--- config.mk ---
export PLATFORM = sky130hd
export DESIGN_NAME = fft_mag_writer
export DESIGN_NICKNAME = d
export VERILOG_FILES = /design/src/rtl/fft_pkg.sv /design/src/rtl/mag_approx.sv /design/src/rtl/fft_mag_writer.sv
export SDC_FILE = /design/constraint.sdc
export NUM_CORES = 1
export LEC_CHECK = 0
export CELL_PAD_IN_SITES_DETAIL_PLACEMENT = 1
export CELL_PAD_IN_SITES_GLOBAL_PLACEMENT = 2
export CORE_ASPECT_RATIO = 1.75
export CORE_MARGIN = 2
export CORE_UTILIZATION = 33
export CTS_BUF_LIST = sky130_fd_sc_hd__clkbuf_4
export DETAILED_ROUTE_END_ITERATION = 6
export GPL_ROUTABILITY_DRIVEN = 0
export PLACE_DENSITY = 0.88
export SYNTH_ARGS = -nofsm -noshare
export SYNTH_HDL_FRONTEND = slang
export SYNTH_SLANG_ARGS = --single-unit
--- constraint.sdc ---
create_clock -name clock -period 1.98 [get_ports clock]
set_input_delay 0.594 -clock clock [delete_from_list [all_inputs] [get_ports clock]]
set_output_delay 0.594 -clock clock [all_outputs]
set_load 0.01 [all_outputs]
--- src/rtl/fft_pkg.sv ---
// rtl/fft_pkg.sv - shared frame constants, writer states and magnitude helper
package fft_pkg;

  localparam int FRAME_LEN = 1024;
  localparam int AW        = 10;
  localparam int DW        = 16;

  typedef enum logic [2:0] {
    SYNC,
    CAPTURE,
    FLUSH,
    READY,
    WAIT_DONE,
    ARM
  } state_t;

  // Unsigned absolute value; the most negative input maps to 2^(DW-1) without wrapping
  function automatic logic [DW-1:0] abs_u(input logic [DW-1:0] x);
    return x[DW-1] ? (~x + {{(DW-1){1'b0}}, 1'b1}) : x;
  endfunction

endpackage

--- src/rtl/mag_approx.sv ---
// rtl/mag_approx.sv - two-stage alpha-max-beta-min magnitude, max + min/4
module mag_approx
  import fft_pkg::*;
(
  input  logic          clock,
  input  logic          reset_n,
  input  logic          in_valid,
  input  logic [DW-1:0] in_re,
  input  logic [DW-1:0] in_im,
  output logic          out_valid,
  output logic [DW-1:0] out_mag
);

  logic [DW-1:0] re_abs;
  logic [DW-1:0] im_abs;
  logic          v1;
  logic [DW-1:0] max_q;
  logic [DW-1:0] min_q;

  // Component magnitudes feeding the compare stage
  always_comb begin
    re_abs = abs_u(in_re);
    im_abs = abs_u(in_im);
  end

  // Stage 1: order the two magnitudes into max/min
  always_ff @(posedge clock or negedge reset_n) begin
    if (!reset_n) begin
      v1    <= 1'b0;
      max_q <= '0;
      min_q <= '0;
    end else begin
      v1 <= in_valid;
      if (re_abs >= im_abs) begin
        max_q <= re_abs;
        min_q <= im_abs;
      end else begin
        max_q <= im_abs;
        min_q <= re_abs;
      end
    end
  end

  // Stage 2: max + min/4 tops out at 40960, so it always fits DW bits
  always_ff @(posedge clock or negedge reset_n) begin
    if (!reset_n) begin
      out_valid <= 1'b0;
      out_mag   <= '0;
    end else begin
      out_valid <= v1;
      out_mag   <= max_q + (min_q >> 2);
    end
  end

endmodule

--- src/rtl/fft_mag_writer.sv ---
// rtl/fft_mag_writer.sv - writes one FFT magnitude frame into BRAM and hands it to the reader
module fft_mag_writer
  import fft_pkg::*;
(
  input  logic            clock,
  input  logic            reset_n,
  input  logic [2*DW-1:0] fft_tdata,
  input  logic            fft_tvalid,
  input  logic            fft_tlast,
  output logic            fft_tready,
  output logic            bram_we,
  output logic [AW-1:0]   bram_waddr,
  output logic [DW-1:0]   bram_wdata,
  output logic            ready,
  input  logic            done,
  output logic [7:0]      drop_count,
  output logic            sync_err
);

  localparam logic [AW-1:0] LAST_BIN = AW'(FRAME_LEN - 1);

  state_t        state;
  logic [AW-1:0] bin_cnt;
  logic [AW-1:0] addr_q;
  logic          flush_cnt;
  logic          cap_valid;

  // The block never back-pressures; it only deasserts tready while held in reset
  assign fft_tready = reset_n;
  assign cap_valid  = fft_tvalid && (state == CAPTURE);

  mag_approx u_mag (
    .clock    (clock),
    .reset_n  (reset_n),
    .in_valid (cap_valid),
    .in_re    (fft_tdata[DW-1:0]),
    .in_im    (fft_tdata[2*DW-1:DW]),
    .out_valid(bram_we),
    .out_mag  (bram_wdata)
  );

  // Bin index travels alongside the magnitude pipeline so address and data line up
  always_ff @(posedge clock or negedge reset_n) begin
    if (!reset_n) begin
      addr_q     <= '0;
      bram_waddr <= '0;
    end else begin
      if (cap_valid) addr_q <= bin_cnt;
      bram_waddr <= addr_q;
    end
  end

  // Frame alignment, capture, reader handshake and dropped-frame accounting
  always_ff @(posedge clock or negedge reset_n) begin
    if (!reset_n) begin
      state      <= SYNC;
      bin_cnt    <= '0;
      flush_cnt  <= 1'b0;
      ready      <= 1'b0;
      sync_err   <= 1'b0;
      drop_count <= '0;
    end else begin
      sync_err <= 1'b0;
      // A whole frame ending while the reader owns the BRAM is lost
      if (fft_tvalid && fft_tlast && (state inside {FLUSH, READY, WAIT_DONE})
          && (drop_count != 8'hFF))
        drop_count <= drop_count + 8'd1;
      case (state)
        SYNC: begin
          if (fft_tvalid && fft_tlast) begin
            state   <= CAPTURE;
            bin_cnt <= '0;
          end
        end
        CAPTURE: begin
          if (fft_tvalid) begin
            if (fft_tlast) begin
              bin_cnt <= '0;
              if (bin_cnt == LAST_BIN) begin
                state     <= FLUSH;
                flush_cnt <= 1'b0;
              end else begin
                // Short frame: restart the bin count but never flag it ready
                sync_err <= 1'b1;
              end
            end else if (bin_cnt == LAST_BIN) begin
              // Frame overran without tlast: alignment is lost
              sync_err <= 1'b1;
              bin_cnt  <= '0;
              state    <= SYNC;
            end else begin
              bin_cnt <= bin_cnt + AW'(1);
            end
          end
        end
        FLUSH: begin
          // Two cycles let the last magnitude reach the BRAM before ready rises
          flush_cnt <= 1'b1;
          if (flush_cnt) begin
            state <= READY;
            ready <= 1'b1;
          end
        end
        READY: begin
          if (!done) begin
            ready <= 1'b0;
            state <= WAIT_DONE;
          end
        end
        WAIT_DONE: begin
          if (done) state <= ARM;
        end
        ARM: begin
          if (fft_tvalid && fft_tlast) begin
            state   <= CAPTURE;
            bin_cnt <= '0;
          end
        end
        default: state <= SYNC;
      endcase
    end
  end

endmodule

==> PnR_summary.wiki <==
{| class="wikitable"
! Metric !! Value
|-
| Post-synthesis cell type count || 50
|-
| Total cell area at the placement stage || 0.00680 mm²
|-
| Total number of vias || 4473
|-
| Pins over their slew limit || 0
|-
| Layout overhead on the synthesized area || 54.7%
|-
| Clock insertion delay at the later pin of the skew report || 0.45 ns
|-
| Most frequent cell after synthesis || dfrtp_1
|-
| Final-layout fill cell count || 1612
|-
| Remaining antenna violation count after routing || 0
|-
| Async set-or-reset flop fraction in the synthesized netlist || 100%
|-
| Worst hold path class || input pin to asynchronous set/reset pin
|-
| Drc violations || 0
|-
| Crit path DAT || 3.67 ns
|-
| Cell leakage power || 3.96 nW
|-
| Area of the die || 0.0163 mm²
|-
| Total standard cell area after synthesis || 0.00503 mm²
|-
| DR WL/cell || 18.5 µm
|-
| Vias per cell || 5.12
|-
| Cell-internal power || 4.11 mW
|-
| Largest cells by area after synthesis || dfrtp_1, ha_1, mux2i_1, xor2_1, xnor2_1
|-
| Sequential-to-total area share from yosys stat || 45.8%
|-
| Worst max-slew margin expressed relative to the limit || 64.5%
|-
| Final Cycle Share || 167%
|-
| Area share of the leading cell type in the synthesized netlist || 45.8%
|-
| Maximum VDD drop || 0.297 mV
|-
| Clock edge transition at the registers on the reported setup and hold paths || 0.15 ns
|-
| Most common flop cell mapped by yosys || dfrtp_1
|-
| Placed insts || 816
|-
| Utilization of the core after routing || 52.1%
|-
| Fraction of power spent switching nets || 36.2%
|-
| Fin crit period || 3.32 ns
|-
| I/O pin cnt || 75
|-
| Overall overflow remaining after global route || 0
|-
| Synthesis Warnings || 0
|-
| Chain of cells forming the critical path || buf_8 > inv_8 > ha_4 > or3b_4 > or2_4 > nand2b_4 > o41ai_4 > xor2_2 > ha_2 > a21o_1 > a21o_1 > a21oi_4 > o21ai_4 > buf_12 > buf_12 > mux2i_1
|-
| Post-Place Worst Slack || -2.14 ns
|-
| Wire length of the first global-routing pass || 24.6 mm
|-
| CTS tree || yes
|-
| Top cell type by total area after synthesis || dfrtp_1
|-
| Cell count after synthesis || 465
|-
| Crit path max fanout || 5
|-
| Sum of negative setup slack || -37.66 ns
|-
| Final Hold Vio Count || 0
|-
| Peak Freq || 0.302 GHz
|-
| Worst slew pin tran || 0.528 ns
|-
| Clk buf depth || 2
|-
| Number of enable-type register cells in the synthesized netlist || 0
|-
| Mean Syn Cell Area || 10.8 µm²
|-
| Starting DRC count in detailed routing || 116
|-
| Initial standard-cell utilization of the core || 33.7%
|-
| Min setup slack post-route || -1.34 ns
|-
| Failing checks || negative setup slack
|-
| Buffer cell driving the clock tree root || clkbuf_4
|-
| Top cell types by occurrence after synthesis || dfrtp_1, nand2_1, xor2_1
|-
| Number of non-filler instances in the completed layout || 874
|-
| Number of buffers added by the clock tree synthesis step || 9
|-
| Master of the slowest instance on the critical path || o41ai_4
|-
| Worst-case hold slack || 0.222 ns
|-
| Total core area || 0.0149 mm²
|-
| Clock power share || 14.1%
|-
| Worst path required time || 2.33 ns
|-
| Clock Skews || 0.0210 ns
|-
| Die extent in y || 167 µm
|-
| RSZ-0062 raised after global routing || true
|-
| Share of post-route cells with drive strength above 1 || 37.2%
|-
| Total number of H-tree levels || 3
|-
| Capturing element type of the critical path || register
|-
| Post-Synthesis Net Count || 537
|-
| Biggest cell delay along the critical path || 0.41 ns
|-
| Pre-antenna DRT Iters || 4
|-
| Share of total power in combinational logic || 48.9%
|-
| Total power density per cell area || 830 mW/mm²
|-
| Worst setup path start || fft_tdata[16]
|-
| Chip width || 97.3 µm
|-
| Routed wire length || 16.1 mm
|-
| Count of nets after finishing || 757
|-
| Reg power frac || 37.0%
|-
| Net switching power || 2.34 mW
|-
| Total non-filler cell area in the finished layout || 0.00778 mm²
|-
| Global routing usage summed across all routing layers || 18.6%
|-
| Number of global-route vias before repair || 5139
|-
| Buffers on Ports || 74
|-
| Beginning of the worst register-to-register path || u_mag.min_q[3]$_DFF_PN0_
|-
| Power, Total || 6.45 mW
|-
| Kind of critical path || input pin to register
|-
| Largest net degree at the start of global routing || 93
|-
| Number of synthesized register bits || 92
|-
| Half-perimeter wire length after placement || 10.4 mm
|-
| Clock sink total || 92
|-
| # Max-Cap Violations || 0
|-
| Sort of element at the start of the critical path || input pin
|-
| Outcome || complete, but fails checks
|-
| Antenna violations before repair || 1
|-
| FP Rows || 59
|-
| Total of endpoints with negative setup slack in the final report || 35
|}
## cell usage in the layout, fill, tap and decap left out, drive strengths merged, types with 3 or more instances in the layout
cell type and n:
nor2b 9, mux2 11, nand4 10, nor3 7
a21o 11, and2 3, and3 6, inv 32
xnor2 17, dlygate4sd2 24, clkinv 4, o41ai 4
xor2 37, o21a 4, nand3 10, a21oi 16
nor2 15, clkdlybuf4s50 23, ha 34, nand2b 5
buf 149, o31ai 9, nand2 37, dlymetal6s2s 21
and4 3, a31oi 5, dfrtp 92, a211oi 3
mux2i 33, o21ai 24, clkbuf 11
## path summary, 6_finish.rpt
path / to / slack, ns / cells past startpoint
max in group asynchronous: u_mag.max_q[9]$_DFF_PN0_ / 1.35 / 2
min in group clock: u_mag.out_valid$_DFF_PN0_ / 0.38 / 0
worst max register to register: u_mag.out_mag[12]$_DFF_PN0_ / -0.14 / 9
worst max-delay path: u_mag.min_q[5]$_DFF_PN0_ / -1.34 / 16
worst min register to register: u_mag.out_valid$_DFF_PN0_ / 0.38 / 0
worst min-delay path: addr_q[5]$_DFFE_PN0P_ / 0.22 / 2
## layout make-up
cell class	instances	area (µm²)	share of cell area, %
multi-input cells	332	3030	39.0
flip-flops and latches	92	2300	29.6
repair buffers	221	1960	25.2
well taps	183	229	2.94
inverters	29	129	1.66
clock buffers	9	67.6	0.869
clock inverters	7	48.8	0.628
diodes	1	2.50	0.0322
## cells by family (layout without fill, tap and decap cells)
logic type	after synthesis	after routing	synth area share [%]
DFF	92	92	45.8
muxes	44	44	9.04
buffers and inverters	41	266	3.41
and+or+nand+nor	114	114	11.7
other	0	1	0
AOI/OAI and AO/OA	85	85	11.6
adders and majority gates	35	35	8.86
xor gates and xnor gates	54	54	9.56
## state kept, by name (all words and copies together) (netlist names)
name / flops
u_mag.v1: 1
ready: 1
u_mag.out_mag: 16
u_mag.out_valid: 1
addr_q: 10
drop_count: 8
u_mag.max_q: 16
u_mag.min_q: 14
bin_cnt: 10
flush_cnt: 1
bram_waddr: 10
state: 3
sync_err: 1
## power by group through the flow
stage	clock (mW)	sequential, mW	combinational [mW]
floorplan	0	2.47	1.26
global placement	0	2.41	2.49
detailed placement	0	2.42	2.60
CTS	0.950	2.38	2.96
global route	1.03	2.43	3.41
finish	0.908	2.39	3.16
## critical path: cells and delay by family
family | cells | cell delay, ns
buffers and inverters | 4 | 0.44
adders and majority gates | 2 | 0.32
AOI/OAI and AO/OA | 5 | 1.11
and+or+nand+nor | 3 | 0.86
xor gates and xnor gates | 1 | 0.14
muxes | 1 | 0.20
## layer usage
layer,vias up,share of wire [%],GRT usage [%]
met4,0,6.0,9.84
met1,2235,32,17.1
met5,-,0,0
li1,2070,-,-
met3,48,3.1,2.96
met2,120,59,37.9
## what timing repair did
item,4_1_cts,5_1_grt
pin swaps,38,49
hold buffers,0,0
gates cloned,2,1
setup buffers,27,16
endpoints found under the hold margin,0,0
resized for setup,102,65
setup endpoints to repair,54,55
(Power assumes the default switching activity.)
